<file path="config.mk">
export PLATFORM = sky130hd
export DESIGN_NAME = add_fu_sched_flat
export DESIGN_NICKNAME = d
export VERILOG_FILES = /design/src/rtl/add_fu_sched_if.sv /design/src/rtl/add_fu_sched.sv /design/src/flat_wrapper.sv
export SDC_FILE = /design/constraint.sdc
export NUM_CORES = 1
export LEC_CHECK = 0
export CAP_MARGIN = 15
export CORE_MARGIN = 2
export CORE_UTILIZATION = 42
export DETAILED_ROUTE_END_ITERATION = 8
export GPL_ROUTABILITY_DRIVEN = 1
export PLACE_DENSITY = 0.79
export REMOVE_ABC_BUFFERS = 1
export SYNTH_ARGS = -nofsm -noshare
export SYNTH_HDL_FRONTEND = slang
export SYNTH_SLANG_ARGS = --single-unit
</file>
<file path="constraint.sdc">
create_clock -name clk -period 2.58 [get_ports clk]
set_clock_uncertainty 0.15 [all_clocks]
set_input_delay 0.387 -clock clk [delete_from_list [all_inputs] [get_ports clk]]
set_output_delay 0.387 -clock clk [all_outputs]
set_load 0.05 [all_outputs]
</file>
<file path="src/rtl/add_fu_sched_if.sv">
// add_fu_sched_if: issue, reservation-station, adder and CDB signals of the add-class scheduler
interface add_fu_sched_if #(
  parameter int NUM_RS = 3
);
  logic              issue_valid;
  logic              issue_ready;
  logic [3:0]        issue_tag;
  logic [NUM_RS-1:0] rs_sel;
  logic [NUM_RS-1:0] rs_busy;
  logic [NUM_RS-1:0] rs_ready;
  logic              fu_start;
  logic [NUM_RS-1:0] fu_sel;
  logic              cdb_req;
  logic              cdb_grant;
  logic [3:0]        cdb_tag;
  logic [NUM_RS-1:0] rs_release;
  modport master (
    input  issue_valid, rs_busy, rs_ready, cdb_grant,
    output issue_ready, issue_tag, rs_sel, fu_start, fu_sel, cdb_req, cdb_tag, rs_release
  );
  modport slave (
    output issue_valid, rs_busy, rs_ready, cdb_grant,
    input  issue_ready, issue_tag, rs_sel, fu_start, fu_sel, cdb_req, cdb_tag, rs_release
  );
endinterface

</file>
<file path="src/rtl/add_fu_sched.sv">
// add_fu_sched: allocates add RS entries, dispatches one ready entry round-robin, times the adder and writes back on the CDB
module add_fu_sched #(
  parameter int NUM_RS   = 3,
  parameter int TAG_BASE = 1,
  parameter int LAT      = 2
) (
  input logic            clk,
  input logic            rst_n,
  add_fu_sched_if.master bus
);
  localparam int PW  = $clog2(NUM_RS);
  localparam int PW1 = PW + 1;
  localparam int CW  = $clog2(LAT + 1);
  typedef enum logic [1:0] {IDLE, EXEC, WB} state_t;
  state_t            state, state_nx;
  logic [PW-1:0]     rr_ptr, rr_nx, cur, cur_nx, pick, low_free;
  logic [PW:0]       idx;
  logic [CW-1:0]     cnt, cnt_nx;
  logic [NUM_RS-1:0] free, cand, cur_oh;
  logic              found;
  assign free            = ~bus.rs_busy;
  assign bus.issue_ready = |free;
  assign bus.issue_tag   = bus.issue_ready ? 4'(TAG_BASE) + 4'(low_free) : 4'd0;
  assign bus.rs_sel      = (bus.issue_valid && bus.issue_ready) ? NUM_RS'(1) << low_free : '0;
  assign cur_oh          = NUM_RS'(1) << cur;
  assign bus.fu_sel      = (state == IDLE) ? '0 : cur_oh;
  assign cand            = bus.rs_busy & bus.rs_ready & ~bus.fu_sel;
  assign bus.fu_start    = (state == EXEC) && (cnt == CW'(LAT - 1));
  assign bus.cdb_req     = (state == WB);
  assign bus.cdb_tag     = bus.cdb_req ? 4'(TAG_BASE) + 4'(cur) : 4'd0;
  assign bus.rs_release  = (bus.cdb_req && bus.cdb_grant) ? cur_oh : '0;
  // lowest free entry gets the next issued instruction
  always_comb begin
    low_free = '0;
    for (int i = NUM_RS - 1; i >= 0; i--) low_free = free[i] ? PW'(i) : low_free;
  end
  // first candidate at or above rr_ptr, wrapping past the last entry
  always_comb begin
    pick  = '0;
    found = 1'b0;
    idx   = '0;
    for (int k = 0; k < NUM_RS; k++) begin
      idx = {1'b0, rr_ptr} + PW1'(k);
      idx = (idx >= PW1'(NUM_RS)) ? idx - PW1'(NUM_RS) : idx;
      if (!found && cand[idx[PW-1:0]]) begin
        pick  = idx[PW-1:0];
        found = 1'b1;
      end
    end
  end
  // next-state: dispatch in IDLE, count latency in EXEC, wait for grant in WB
  always_comb begin
    state_nx = state;
    rr_nx    = rr_ptr;
    cur_nx   = cur;
    cnt_nx   = cnt;
    case (state)
      IDLE: if (found) begin
        state_nx = EXEC;
        cur_nx   = pick;
        rr_nx    = (pick == PW'(NUM_RS - 1)) ? '0 : pick + PW'(1);
        cnt_nx   = CW'(LAT - 1);
      end
      EXEC: if (cnt == '0) state_nx = WB;
            else cnt_nx = cnt - CW'(1);
      WB:   state_nx = bus.cdb_grant ? IDLE : WB;
      default: state_nx = IDLE;
    endcase
  end
  // state register; reset drops any in-flight op without releasing it
  always_ff @(posedge clk)
    if (!rst_n) begin
      state  <= IDLE;
      rr_ptr <= '0;
      cur    <= '0;
      cnt    <= '0;
    end else begin
      state  <= state_nx;
      rr_ptr <= rr_nx;
      cur    <= cur_nx;
      cnt    <= cnt_nx;
    end
endmodule
</file>
<file path="src/flat_wrapper.sv">
// flat-port wrapper written by rule: the top's interface ports become plain ports
module add_fu_sched_flat 
#(
  parameter int NUM_RS   = 3,
  parameter int TAG_BASE = 1,
  parameter int LAT      = 2
)
  (clk, rst_n, bus_issue_valid, bus_rs_busy, bus_rs_ready, bus_cdb_grant, bus_issue_ready, bus_issue_tag, bus_rs_sel, bus_fu_start, bus_fu_sel, bus_cdb_req, bus_cdb_tag, bus_rs_release);
  add_fu_sched_if #(.NUM_RS(NUM_RS)) bus_i ();
  input logic clk;
  input logic rst_n;
  input wire logic [$bits(bus_i.issue_valid)-1:0] bus_issue_valid;
  input wire logic [$bits(bus_i.rs_busy)-1:0] bus_rs_busy;
  input wire logic [$bits(bus_i.rs_ready)-1:0] bus_rs_ready;
  input wire logic [$bits(bus_i.cdb_grant)-1:0] bus_cdb_grant;
  output wire logic [$bits(bus_i.issue_ready)-1:0] bus_issue_ready;
  output wire logic [$bits(bus_i.issue_tag)-1:0] bus_issue_tag;
  output wire logic [$bits(bus_i.rs_sel)-1:0] bus_rs_sel;
  output wire logic [$bits(bus_i.fu_start)-1:0] bus_fu_start;
  output wire logic [$bits(bus_i.fu_sel)-1:0] bus_fu_sel;
  output wire logic [$bits(bus_i.cdb_req)-1:0] bus_cdb_req;
  output wire logic [$bits(bus_i.cdb_tag)-1:0] bus_cdb_tag;
  output wire logic [$bits(bus_i.rs_release)-1:0] bus_rs_release;
  assign bus_i.issue_valid = bus_issue_valid;
  assign bus_i.rs_busy = bus_rs_busy;
  assign bus_i.rs_ready = bus_rs_ready;
  assign bus_i.cdb_grant = bus_cdb_grant;
  assign bus_issue_ready = bus_i.issue_ready;
  assign bus_issue_tag = bus_i.issue_tag;
  assign bus_rs_sel = bus_i.rs_sel;
  assign bus_fu_start = bus_i.fu_start;
  assign bus_fu_sel = bus_i.fu_sel;
  assign bus_cdb_req = bus_i.cdb_req;
  assign bus_cdb_tag = bus_i.cdb_tag;
  assign bus_rs_release = bus_i.rs_release;
  add_fu_sched #(.NUM_RS(NUM_RS), .TAG_BASE(TAG_BASE), .LAT(LAT)) u_core (.clk(clk), .rst_n(rst_n), .bus(bus_i));
endmodule
</file>
* Yosys cells after proc, flatten, opt, wreduce, memory -nomap -nowiden
Cells that the tools add are included.
Word-level totals: logic and storage cells 76, bits of input ports 10, bits in registers 8, output and inout bits 20
Cells by class: equality and inequality tests 7, bitwise logic cells 4, reduce and logical (&&, ||, !) cells 14, multiplexer cells 30, order comparisons 6, add/subtract/negate cells 9, shift-type cells 2
Operators with widths (number):
- two-way mux 2 bit | 14
- less-than comparator 2 x 3 -> 1 bit (second input constant) | 3
- two-way mux 3 bit | 3
- two-way mux 4 bit | 2
- adder 1 x 2 -> 3 bit (first input constant) | 2
- bitwise AND 3 bit | 2
- binary-select mux 1 bit (select 2 bit) | 3
- greater-or-equal comparator 3 x 2 -> 1 bit (second input constant) | 2
- two-way mux 1 bit | 6
- NOT 3 bit | 2
- case mux 2 bit (3 select lines) | 1
- << shifter 1 x 2 -> 3 bit (first input constant) | 2
- subtractor 2 bit (second input constant) | 3
- logical AND 1 bit | 5
- == test 2 x 1 -> 1 bit (second input constant) | 2
- == test 2 bit (second input constant) | 2
- logical NOT 2 bit | 2
- inequality test 2 bit (second input constant) | 2
- case mux 2 bit (2 select lines) | 1
- AND reduction 2 bit | 2
- adder 2 x 1 -> 3 bit (second input constant) | 1
- adder 2 x 2 -> 3 bit (second input constant) | 1
- AND reduction 3 bit | 1
- OR reduction 3 bit | 1
- 6 further kinds | 7

* Longest topological paths before layout
depth after elaboration 15, mapped depth 8, depth with buffers taken out 7

* Worst setup path after synthesis
OpenSTA, ideal clock, no wires.
path kind reg-to-output, start register u_core.state[1], end output bus_rs_release[0], slack 437 ps, arrival time 1606 ps, path buffers 0, cell stages (with the launch flop) 4, required time 2043 ps, path through dfxtp_1 or2b_1 inv_1 and3_1
Between the ends: cells in the longest elaborated chain, start to end 3
RTL lines:
- from (decl) | line add_fu_sched.sv:15 | state_t state, state_nx;
- from (signal assigned) | line add_fu_sched.sv:78 | state <= state_nx;
- == test 2 bit | line add_fu_sched.sv:29 | assign bus.cdb_req = (state == WB);
- net bus_cdb_req | line flat_wrapper.sv:21 | output wire logic [$bits(bus_i.cdb_req)-1:0] bus_cdb_req;
- logical AND 1 bit | line add_fu_sched.sv:31 | assign bus.rs_release = (bus.cdb_req && bus.cdb_grant) ? cur_oh : '0;
- two-way mux 3 bit | line add_fu_sched.sv:31
- to (decl) | line flat_wrapper.sv:23 | output wire logic [$bits(bus_i.rs_release)-1:0] bus_rs_release;
The timed path passes the listed nets, and every way through them passes these cells.

* Worst setup path in the final report
start register u_core.state[1], end output bus_cdb_tag[0]
Between the ends: cells in the longest elaborated chain, start to end 2
RTL lines:
- == test 2 bit | line add_fu_sched.sv:29
- two-way mux 4 bit | line add_fu_sched.sv:30 | assign bus.cdb_tag = bus.cdb_req ? 4'(TAG_BASE) + 4'(cur) : 4'd0;
- to (decl) | line flat_wrapper.sv:22 | output wire logic [$bits(bus_i.cdb_tag)-1:0] bus_cdb_tag;
Every way passes these cells.

==> results.ini <==
[pwr]
p_sw_uw=368
clkPwrFrac=0.121
internal_power_uw=403
seq_power_share=0.260
power_density_nw_per_um2=749
p_leak_uw=0.000515
irDropWorstVdd_uv=418
combPwrFrac=0.620
switching_share=0.477

[sta]
finalSetupTns_ns=0
fin_crit_sh=0.961
fmax_ghz=0.403
rsz0062_at_grt=no
slew_viol_final=0
fin_crit_ns=2.48
setup_violations=0
whs_ns=0.338
relSlewSlack=0.663
tightest_slew_ns=0.505
timing_hold_violations_final=0

[clock_network]
root_buffer=clkbuf_4
cts.clk_slew.worst_paths_ns=0.05
clkLatencyLatePin_ns=0.25
clkSinkCount=8
cts_tree=yes
numCtsBuffers=3
hold_buffers=0
cts_buffer_depth=2
htree_levels=1

[routing]
drc=0
ant_nets=0
avgRoutedWirePerCell_um=11.8
viasPerCell=5.39
finalWirelength_mm=1.59
first_pass_iters=4
drt_iter0_drc=20
vias=727

[final_layout]
drive_above_1_share=0.212
multi_input_area_um2=508
register_area_um2=160
fin_area_um2=1030
final_util=0.610
diodes=0
syn_to_final_growth_pct=40.7
fillers=150
fin_nets=138
final_common_cell=clkdlybuf4s50_1
instances_no_fill=135
layout_common_cells=14 x clkdlybuf4s50_1, 11 x nand2_1, 10 x inv_1, 9 x buf_4

[worst_hold_path]
hold_path_class=reg -> reg

[floorplanning]
die_w_um=45.7
num_io_pins=30
start_util=0.433
die_area_um2=2090
core-area_um2=1690
die_height_um=45.7
rows=15

[yosys]
synthArstFlopShare=0
yosys.cell_types.count=37
synthTopCellsByArea=dfxtp_1 22%, ha_1 14%, nand2_1 5.6%
synth-main-ff-cell=dfxtp_1
synth_area_um2=732
ys_warn_count=0
syn_inst=90
synth_top_area_cell=dfxtp_1
synth_edf_count=0
avgSynthCellArea_um2=8.13
synth-seq-cells=8
ys_seq_area_frac=0.219
synth.top_cell.area_share=0.219

[grt]
grt_overflow=0
grt_pass1_wl_mm=2.60
grt_start_max_net_pins=9
grt_usage=0.166
grt_pass1_vias=631
antenna_found_initial=0

[run_status]
run_status=completed

[place]
dp.cells=132
finalWeightedCongestion=0.842
hpwlAfterDp_mm=1.33
portBuffers=26
placed_area_um2=1000

[critical_path]
worstPathMaxFanout=8
setup.worst_path.start_class=flop
end_kind=output port
required_ns=2.04
critPathKind=reg -> out
cp.arrival_ns=1.94

[job]
drv_cap=0

## routing by layer
| layer | vias up | GRT usage | routed length (µm) |
|---|---|---|---|
| met3 | 0 | 0.0476 | 99 |
| met4 | 0 | 0.0171 | 0 |
| met1 | 329 | 0.224 | 725 |
| met5 | - | 0 | 0 |
| li1 | 368 | - | - |
| met2 | 30 | 0.273 | 767 |
## metrics by stage
stage | total power [µW] | worst slack [ns]
2_1_floorplan | 549 | 0.437
3_3_place_gp | 666 | 0.283
3_5_place_dp | 678 | 0.230
4_1_cts | 775 | 0.0311
5_1_grt | 835 | 0.0412
6_report | 771 | 0.0994
## timing repair
item	CTS	global route
setup endpoints to repair	0	1
gates resized for setup	0	1
buffers inserted	0	0
## path summary, 6_finish.rpt
kind                                                    start                            end  slack (ns)  cells past startpoint
worst max register to register     u_core.cur[0]$_SDFFE_PN0P_     u_core.cnt[1]$_SDFFE_PN0P_        0.35                      7
worst min register to register  u_core.rr_ptr[0]$_SDFFE_PN0P_  u_core.rr_ptr[0]$_SDFFE_PN0P_        0.34                      2
worst max-delay path             u_core.state[1]$_SDFFE_PN0P_                 bus_cdb_tag[0]         0.1                      3
worst min-delay path            u_core.rr_ptr[0]$_SDFFE_PN0P_  u_core.rr_ptr[0]$_SDFFE_PN0P_        0.34                      2
## registers in the layout, indices dropped and copies added (netlist names)
signal / cells
u_core.cnt: 2
u_core.state: 2
u_core.cur: 2
u_core.rr_ptr: 2
## synthesized netlist by cell type, types with 2 or more instances
cell	number
or2_2	2
mux2i_1	4
dfxtp_1	8
and3_1	4
o21ai_0	2
nor2_1	6
a21oi_1	2
and2_1	2
a41o_1	2
o21a_2	2
ha_1	8
inv_1	10
nor3_1	2
nand2_1	11
buf_4	3
## kinds of logic after synthesis
| logic type | Yosys count | synth area share |
|---|---|---|
| multiplexers | 4 | 0.0547 |
| AND/OR/NAND/NOR | 37 | 0.279 |
| flip-flops | 8 | 0.219 |
| other | 1 | 0.00512 |
| adder cells (fa/ha/maj) | 8 | 0.137 |
| AO/OA/AOI/OAI | 18 | 0.209 |
| buffers and inverters | 14 | 0.0974 |
## power by group through the flow
stage	Sequential, µW	Combinational (µW)	Clock, µW
2_1_floorplan	193	357	0
3_3_place_gp	202	464	0
3_5_place_dp	204	474	0
4_1_cts	201	477	97.7
5_1_grt	208	521	107
6_report	200	478	93.1
## critical path, stage by stage, from the launching register on
cell,delay (ns)
dfxtp_1,0.50
or2b_1,0.30
nor2_1,0.09
clkdlybuf4s50_1,0.80
## area by class of cell
class,instances,area share
inverter,10,0.0365
timing repair buffer,27,0.272
clock buffer,3,0.0219
tap,17,0.0207
multi-input combinational,70,0.493
sequential,8,0.156
Note: power is estimated with default switching activity, not from simulation.
